$ cat src/rtl/fir_decimator.sv
// -----------------------------------------------------------------------------
// fir_decimator
//
// Block-average decimator placed behind an FIR stage. Every DECIM accepted
// input samples are summed, rounded (half-up on the arithmetic shift),
// divided by DECIM and presented as one output word on an AXI-Stream style
// master port. A 16-bit wrapping counter reports how many decimated words
// have been handed downstream.
//
// Parameters
//   DECIM   decimation factor, power of two in 2..16
//   DATA_W  sample width, signed two's complement
//
// Ports
//   aclk                single clock, rising-edge active
//   aresetn             asynchronous active-low reset
//   s_axis_data_tvalid  upstream sample valid
//   s_axis_data_tready  block can accept a sample (combinational)
//   s_axis_data_tdata   upstream filtered sample
//   m_axis_data_tvalid  decimated word valid (registered)
//   m_axis_data_tready  downstream accepts the decimated word
//   m_axis_data_tdata   decimated, averaged word (registered)
//   out_count           number of decimated words transferred, wrapping
// -----------------------------------------------------------------------------
module fir_decimator #(
  parameter int DECIM  = 4,
  parameter int DATA_W = 16
) (
  input  logic              aclk,
  input  logic              aresetn,
  input  logic              s_axis_data_tvalid,
  output logic              s_axis_data_tready,
  input  logic [DATA_W-1:0] s_axis_data_tdata,
  output logic              m_axis_data_tvalid,
  input  logic              m_axis_data_tready,
  output logic [DATA_W-1:0] m_axis_data_tdata,
  output logic [15:0]       out_count
);

  // ---------------------------------------------------------------------------
  // Derived widths and constants
  // ---------------------------------------------------------------------------
  localparam int SHIFT = $clog2(DECIM);
  // Accumulator holds up to DECIM samples without overflow.
  localparam int ACC_W = DATA_W + SHIFT;
  // One extra bit so the rounding constant can never wrap the final sum.
  localparam int SUM_W = ACC_W + 1;

  localparam logic [SHIFT-1:0] PHASE_LAST = SHIFT'(DECIM - 1);
  localparam logic [SHIFT-1:0] PHASE_ZERO = {SHIFT{1'b0}};
  localparam logic [SHIFT-1:0] PHASE_ONE  = SHIFT'(1'b1);

  // Half an LSB of the shifted result, giving round-half-up.
  localparam logic signed [SUM_W-1:0] ROUND_C = SUM_W'(DECIM / 2);

  // Output range limits expressed at the wide sum width.
  localparam logic signed [SUM_W-1:0] SAT_MAX =
    {{(SUM_W-DATA_W+1){1'b0}}, {(DATA_W-1){1'b1}}};
  localparam logic signed [SUM_W-1:0] SAT_MIN =
    {{(SUM_W-DATA_W+1){1'b1}}, {(DATA_W-1){1'b0}}};

  localparam logic signed [ACC_W-1:0] ACC_ZERO  = {ACC_W{1'b0}};
  localparam logic [DATA_W-1:0]       DATA_ZERO = {DATA_W{1'b0}};
  localparam logic [15:0]             CNT_ZERO  = 16'd0;
  localparam logic [15:0]             CNT_ONE   = 16'd1;

  // ---------------------------------------------------------------------------
  // Clamp a wide signed value into the DATA_W signed range. With legal inputs
  // the averaged result always fits; the clamp only guards against surprises.
  // ---------------------------------------------------------------------------
  function automatic logic [DATA_W-1:0] sat_fn(input logic signed [SUM_W-1:0] v);
    logic [DATA_W-1:0] res;
    if (v > SAT_MAX) begin
      res = SAT_MAX[DATA_W-1:0];
    end else if (v < SAT_MIN) begin
      res = SAT_MIN[DATA_W-1:0];
    end else begin
      res = v[DATA_W-1:0];
    end
    return res;
  endfunction

  // ---------------------------------------------------------------------------
  // State
  // ---------------------------------------------------------------------------
  logic [SHIFT-1:0]        phase_r;
  logic signed [ACC_W-1:0] acc_r;
  logic                    m_valid_r;
  logic [DATA_W-1:0]       m_data_r;
  logic [15:0]             out_count_r;

  // ---------------------------------------------------------------------------
  // Combinational signals
  // ---------------------------------------------------------------------------
  logic                    s_ready_s;
  logic                    in_xfer_s;
  logic                    out_xfer_s;
  logic                    group_done_s;
  logic signed [ACC_W-1:0] sample_acc_s;
  logic signed [SUM_W-1:0] sample_sum_s;
  logic signed [SUM_W-1:0] final_sum_s;
  logic signed [SUM_W-1:0] shifted_s;
  logic [SHIFT-1:0]        phase_nxt_s;
  logic signed [ACC_W-1:0] acc_nxt_s;
  logic                    m_valid_nxt_s;
  logic [DATA_W-1:0]       m_data_nxt_s;
  logic [15:0]             out_count_nxt_s;

  // Upstream may push whenever the output slot is empty or being drained this
  // cycle; the output register is the only stall source.
  assign s_ready_s  = !m_valid_r || m_axis_data_tready;
  assign in_xfer_s  = s_axis_data_tvalid && s_ready_s;
  assign out_xfer_s = m_valid_r && m_axis_data_tready;

  // A group completes on the transfer that carries its last sample.
  assign group_done_s = in_xfer_s && (phase_r == PHASE_LAST);

  // Sample sign-extended to accumulator and final-sum widths.
  assign sample_acc_s = {{SHIFT{s_axis_data_tdata[DATA_W-1]}}, s_axis_data_tdata};
  assign sample_sum_s = {{(SHIFT+1){s_axis_data_tdata[DATA_W-1]}}, s_axis_data_tdata};

  // Full group sum with the rounding offset, then divide by DECIM.
  assign final_sum_s = {acc_r[ACC_W-1], acc_r} + sample_sum_s + ROUND_C;
  assign shifted_s   = final_sum_s >>> SHIFT;

  // Phase counter and accumulator next state.
  always_comb begin
    phase_nxt_s = phase_r;
    acc_nxt_s   = acc_r;
    if (in_xfer_s) begin
      if (phase_r == PHASE_LAST) begin
        // Group closed: its contents move to the output register this edge.
        phase_nxt_s = PHASE_ZERO;
        acc_nxt_s   = ACC_ZERO;
      end else begin
        phase_nxt_s = phase_r + PHASE_ONE;
        acc_nxt_s   = acc_r + sample_acc_s;
      end
    end else begin
      phase_nxt_s = phase_r;
      acc_nxt_s   = acc_r;
    end
  end

  // Output register next state; a completing group wins over a drain so a
  // back-to-back word keeps valid high with no bubble.
  always_comb begin
    m_valid_nxt_s = m_valid_r;
    m_data_nxt_s  = m_data_r;
    if (group_done_s) begin
      m_valid_nxt_s = 1'b1;
      m_data_nxt_s  = sat_fn(shifted_s);
    end else if (out_xfer_s) begin
      m_valid_nxt_s = 1'b0;
      m_data_nxt_s  = m_data_r;
    end else begin
      m_valid_nxt_s = m_valid_r;
      m_data_nxt_s  = m_data_r;
    end
  end

  // Transfer counter next state, wrapping at 16 bits.
  always_comb begin
    out_count_nxt_s = out_count_r;
    if (out_xfer_s) begin
      out_count_nxt_s = out_count_r + CNT_ONE;
    end else begin
      out_count_nxt_s = out_count_r;
    end
  end

  // State registers; reset drops any partial group and any pending word.
  always_ff @(posedge aclk or negedge aresetn) begin
    if (!aresetn) begin
      phase_r     <= PHASE_ZERO;
      acc_r       <= ACC_ZERO;
      m_valid_r   <= 1'b0;
      m_data_r    <= DATA_ZERO;
      out_count_r <= CNT_ZERO;
    end else begin
      phase_r     <= phase_nxt_s;
      acc_r       <= acc_nxt_s;
      m_valid_r   <= m_valid_nxt_s;
      m_data_r    <= m_data_nxt_s;
      out_count_r <= out_count_nxt_s;
    end
  end

  assign s_axis_data_tready = s_ready_s;
  assign m_axis_data_tvalid = m_valid_r;
  assign m_axis_data_tdata  = m_data_r;
  assign out_count          = out_count_r;

endmodule

$ cat config.mk
export PLATFORM = sky130hd
export DESIGN_NAME = fir_decimator
export DESIGN_NICKNAME = d
export VERILOG_FILES = /design/src/rtl/fir_decimator.sv
export SDC_FILE = /design/constraint.sdc
export NUM_CORES = 1
export LEC_CHECK = 0
export CAP_MARGIN = 15
export CORE_MARGIN = 5
export CORE_UTILIZATION = 45
export CTS_CLUSTER_DIAMETER = 30
export DETAILED_ROUTE_END_ITERATION = 7
export GPL_ROUTABILITY_DRIVEN = 0
export PLACE_DENSITY = 0.67
export SLEW_MARGIN = 20
export SYNTH_ARGS = -nofsm -noshare
export SYNTH_HDL_FRONTEND = slang
export SYNTH_SLANG_ARGS = --single-unit
$ cat constraint.sdc
create_clock -name aclk -period 7.9 [get_ports aclk]
set_input_delay 1.58 -clock aclk [delete_from_list [all_inputs] [get_ports aclk]]
set_output_delay 1.58 -clock aclk [all_outputs]
set_load 0.005 [all_outputs]
# --- After elaboration in Yosys (flattened, before gate mapping) ---
# Index checks and enable logic that the tools add are counted.
totals:
  mem_count: 0
  ramBits: 0
  latchBits: 0
  romBits: 0
  out_inout_bits: 34
  inputBits: 20
  register_bits: 53
  wordCells: 25
classes:
  multipliers: 0
  div: 0
  n_lt_le_gt_ge: 2
  add_sub_neg: 5
  n_eq_ne: 1
  n_reduce_logical: 6
  shift: 0
  n_mux: 6
  n_bitwise: 0
op_table:
  columns: ["operator", "count"]
  rows:
  - ["two-way mux 16 bit", 2]
  - ["adder 18 x 16 -> 19 bit", 1]
  - ["adder 19 x 2 -> 19 bit, second input constant", 1]
  - ["adder 18 x 16 -> 18 bit", 1]
  - ["two-way mux 18 bit", 1]
  - ["> comparator 17 x 16 -> 1 bit, second input constant", 1]
  - ["< comparator 17 x 16 -> 1 bit, second input constant", 1]
  - ["adder 16 x 1 -> 16 bit, second input constant", 1]
  - ["logical AND 1 bit", 3]
  - ["adder 2 x 1 -> 2 bit, second input constant", 1]
  - ["equality test 2 bit, second input constant", 1]
  - ["two-way mux 1 bit", 2]
  - ["two-way mux 2 bit", 1]
  - ["nonzero test 2 bit", 1]
  - ["logical NOT 1 bit", 1]
  - ["logical OR 1 bit", 1]

# --- Depth between registers and ports, before layout ---
logic_depth:
  word_depth: 5
  mapped_depth: 12
  mapped_depth_nobuf: 11

# --- Worst setup path after synthesis ---
# OpenSTA, ideal clock, no wires.
synth_path:
  path_kind: "input port to flip-flop"
  start: "input port s_axis_data_tdata[5]"
  end: "register m_data_r[14] (netlist: m_axis_data_tdata[14])"
  stages: 11
  arrival_time_ns: 3.925
  required_ns: 7.764
  path_buffers: 0
  slack_ns: 3.839
  setup_time_ns: 0.136
  cell_sequence: "ha_1 inv_1 fa_1 nand2b_4 or3_1 a211oi_2 o211ai_2 o21bai_4 xor2_4 a2111oi_0 o21ai_0"
synth_via:
  elab_chain_len: 5
  elab_cells_between_ends: 6
  cone_classes: "add/sub (2); order compare (2); mux (2)"
synth_rtl:
  columns: ["item", "line_no", "rtl"]
  rows:
  - ["from (decl)", "33", "input logic [DATA_W-1:0] s_axis_data_tdata,"]
  - ["adder 18 x 16 -> 19 bit *", "123", "assign final_sum_s = {acc_r[ACC_W-1], acc_r} + sample_sum_s + ROUND_C;"]
  - ["adder 19 x 2 -> 19 bit *", "123", null]
  - ["< comparator 17 x 16 -> 1 bit", "75", "end else if (v < SAT_MIN) begin"]
  - ["two-way mux 16 bit", "75", null]
  - ["two-way mux 16 bit *", "73", "if (v > SAT_MAX) begin"]
  - ["to (signal assigned)", "184", "m_data_r <= m_data_nxt_s;"]
  - ["to (decl)", "89", "logic [DATA_W-1:0] m_data_r;"]
# Mark *: on every way between the ends. The rest lies on a longest branch, timed or not.
# A chain may end at the register's enable or synchronous reset.

# --- Worst setup path in the final report ---
# Ends and elaborated chain as after synthesis.

==> impl_metrics.tcl <==
set metrics [dict create \
    status "completed" \
    final.setup.worst_slack_ns 3.208 \
    vias 3122 \
    dr.pass1.iters 4 \
    min_from "out_count[15]" \
    fp-row-count 34 \
    nNetsFinal 549 \
    postRouteWirelength_mm 8.598 \
    fp.dieH_um 104.0 \
    p_leak_nw 2.083 \
    startpoint "s_axis_data_tdata[5]" \
    cpMaxStageDelayCell "xor2_2" \
    critPathKind "input pin to flip-flop" \
    syn_nets 497 \
    syn_area_mm2 0.003980 \
    crit_path_end "m_axis_data_tdata[14]" \
    synth_most_common_cell "nand2_1" \
    seq_power_share_pct 25.8 \
    hold_viol_final 0 \
    finalSetupTns_ns 0 \
    synthDistinctLibCells 56 \
    p_int_w 0.0009377 \
    area_growth_pct 17.89 \
    slew_headroom_pct 47.04 \
    rsz0062_at_grt "false" \
    cp-start-kind "input pin" \
    crit_fanout 15 \
    place_hpwl_mm 6.831 \
    cts.sinks 53 \
    grt.total_usage_pct 16.13 \
    drcViolationCount 0 \
    p_comb_share_pct 64.8 \
    maxCapViolCount 0 \
    io_pins 54 \
    antenna_found_initial 0 \
    netlist_instances 426 \
    cpPeakStageDelay_ns 0.55 \
    required_ns 8.14 \
    start_util_pct 45.86 \
    coreArea_mm2 0.008678 \
    synth_enable_flop_cells 0 \
    synth_seq_cells 53 \
    yosysTopAreaCell "dfrtp_1" \
    yosysWarnings 0 \
    cts_buffers 5 \
    io_buffer_count 53 \
    grt_first_pass_wirelength_mm 14.92 \
    die_area_mm2 0.01083 \
    drive_gt1_share_pct 5.428 \
    ant_nets 0 \
    viasPerCell 5.319 \
    dieWidth_um 104.0 \
    antenna_cells 0 \
    p_per_area_mw_per_mm2 372.0 \
    fin_util_pct 54.07 \
    pre_cts_slack_ns 2.935 \
    grt_overflow_total 0 \
    max_freq_mhz 213.1 \
    setup_viol 0 \
    ys_seq_area_share_pct 33.32 \
    min_path_cells 1 \
    p_sw_w 0.0008078 \
    hold_path_class "flip-flop to flip-flop" \
    slew_viol_final 0 \
    power_frac_clock_pct 9.3 \
    ys_async_sr_fraction_pct 100.0 \
    period_needed_ns 4.692 \
    clockBufferDepth 2 \
    synth_common_cells "nand2_1, dfrtp_1, ha_1, o21ai_0, a21oi_1" \
    sw_frac_of_total_pct 46.28 \
    worstSkewPairLatency_ns 0.31 \
    period_share_pct 59.40 \
    peakVddDrop_mv 0.1247 \
    r2r-end "m_axis_data_tdata[14]" \
    grt_pass1_vias 3222 \
    cp.arrival_ns 4.93 \
    grt_max_degree 54 \
    clk_pin_slew_worst_paths_ns 0.11 \
    synth_area_per_cell_um2 9.343 \
    cp-end-kind "flip-flop" \
    ctsHoldBuffers 0 \
    ys.flop_type "dfrtp_1" \
    ctsRootBufferMaster "clkbuf_8" \
    cts_max_level 2 \
    r2r_setup_slack_ns 4.57 \
    ctsResizeCount 0 \
    synth_area_leaders "dfrtp_1, ha_1, fa_1" \
    cts_tree "built" \
    tightestPinTransition_ns 0.7924 \
    drt_iter0_drc 117 \
    wire_per_inst_um 14.65 \
    clock_skew_ns 0.009728 \
    reg2reg_from "acc_r[5]" \
    rr_worst_depth 11 \
    synth.top_cell.area_share_pct 33.32 \
    cp_cell_sequence "clkdlybuf4s50_1, ha_1, inv_1, fa_1, nand2b_4, a211o_1, a31oi_1, nor4bb_2, a31oi_2, xor2_2, o21ai_2, o21ai_0" \
    postCtsSetupBuffers 0 \
]
-- layout make-up --
| type | count | area (µm²) |
|---|---|---|
| timing repair buffer | 54 | 533.0 |
| tap | 108 | 135.1 |
| clock inverter | 3 | 21.27 |
| clock buffer | 5 | 68.82 |
| inverter | 26 | 97.59 |
| fill | 791 | 3986 |
| multi-input combinational | 338 | 2510 |
| sequential | 53 | 1326 |
-- metal layers --
layer  global-route usage (%)  wire length [µm]
met1                    20.86              4036
met2                    27.05              4045
met3                    3.538               356
met4                    4.718               159
met5                        0                 0
-- sequential cells by signal (all words and copies together) (netlist names) --
| name | flops |
|---|---|
| phase_r | 2 |
| acc_r | 18 |
| m_axis_data_tdata | 16 |
| out_count | 16 |
| m_axis_data_tvalid | 1 |
-- power by group through the flow --
stage	registers (W)	clock network, W	logic, W
finish	0.000451	0.000163	0.00113
floorplan	0.000442	0	0.000840
global route	0.000466	0.000180	0.00127
CTS	0.000452	0.000168	0.00114
detailed placement	0.000458	0	0.00113
global placement	0.000451	0	0.00111
-- layout by cell type (no fill, tap or decap), types with 9 or more instances in the layout --
cell type,count
fa_1,14
o21ai_0,37
clkdlybuf4s50_1,52
o21ai_1,11
a31oi_1,9
inv_1,26
xor2_1,21
nand2_1,59
dfrtp_1,53
a21oi_1,28
ha_1,37
nor2_1,22
xnor2_1,25
-- worst min path at each step --
stage | to | slack (ns)
2_1_floorplan | acc_r[17] | 0.45
3_3_place_gp | out_count[15] | 0.46
3_5_place_dp | out_count[15] | 0.46
4_1_cts | out_count[15] | 0.48
5_1_grt | out_count[8] | 0.52
6_report | out_count[15] | 0.47
-- cell families after synthesis --
logic type               Yosys count  share of synthesized area, %
buffers and inverters             35                         3.615
AND/OR/NAND/NOR                  119                         14.18
AO/OA/AOI/OAI                    117                         18.17
XOR/XNOR                          48                         11.22
adder cells (fa/ha/maj)           51                         18.67
multiplexers                       3                        0.8173
flip-flops                        53                         33.32
-- worst max-delay path: cells and delay by family --
kind,cells,cell delay [ns]
fa+ha+maj,2,0.69
buf+inv,2,0.57
compound gates,5,1.24
simple gates,2,0.32
xor+xnor,1,0.55
-- metrics by stage --
step           power, W  hold slack (ns)  instances  area (µm²)
6_report       0.001745           0.4727        587        4692
5_1_grt        0.001919           0.5234        587        4692
4_1_cts        0.001759           0.4781        587        4692
3_5_place_dp   0.001591           0.4626        579        4602
3_3_place_gp   0.001559           0.4556        579        4602
2_1_floorplan  0.001282           0.4498        426        3980
(Power assumes the default switching activity.)
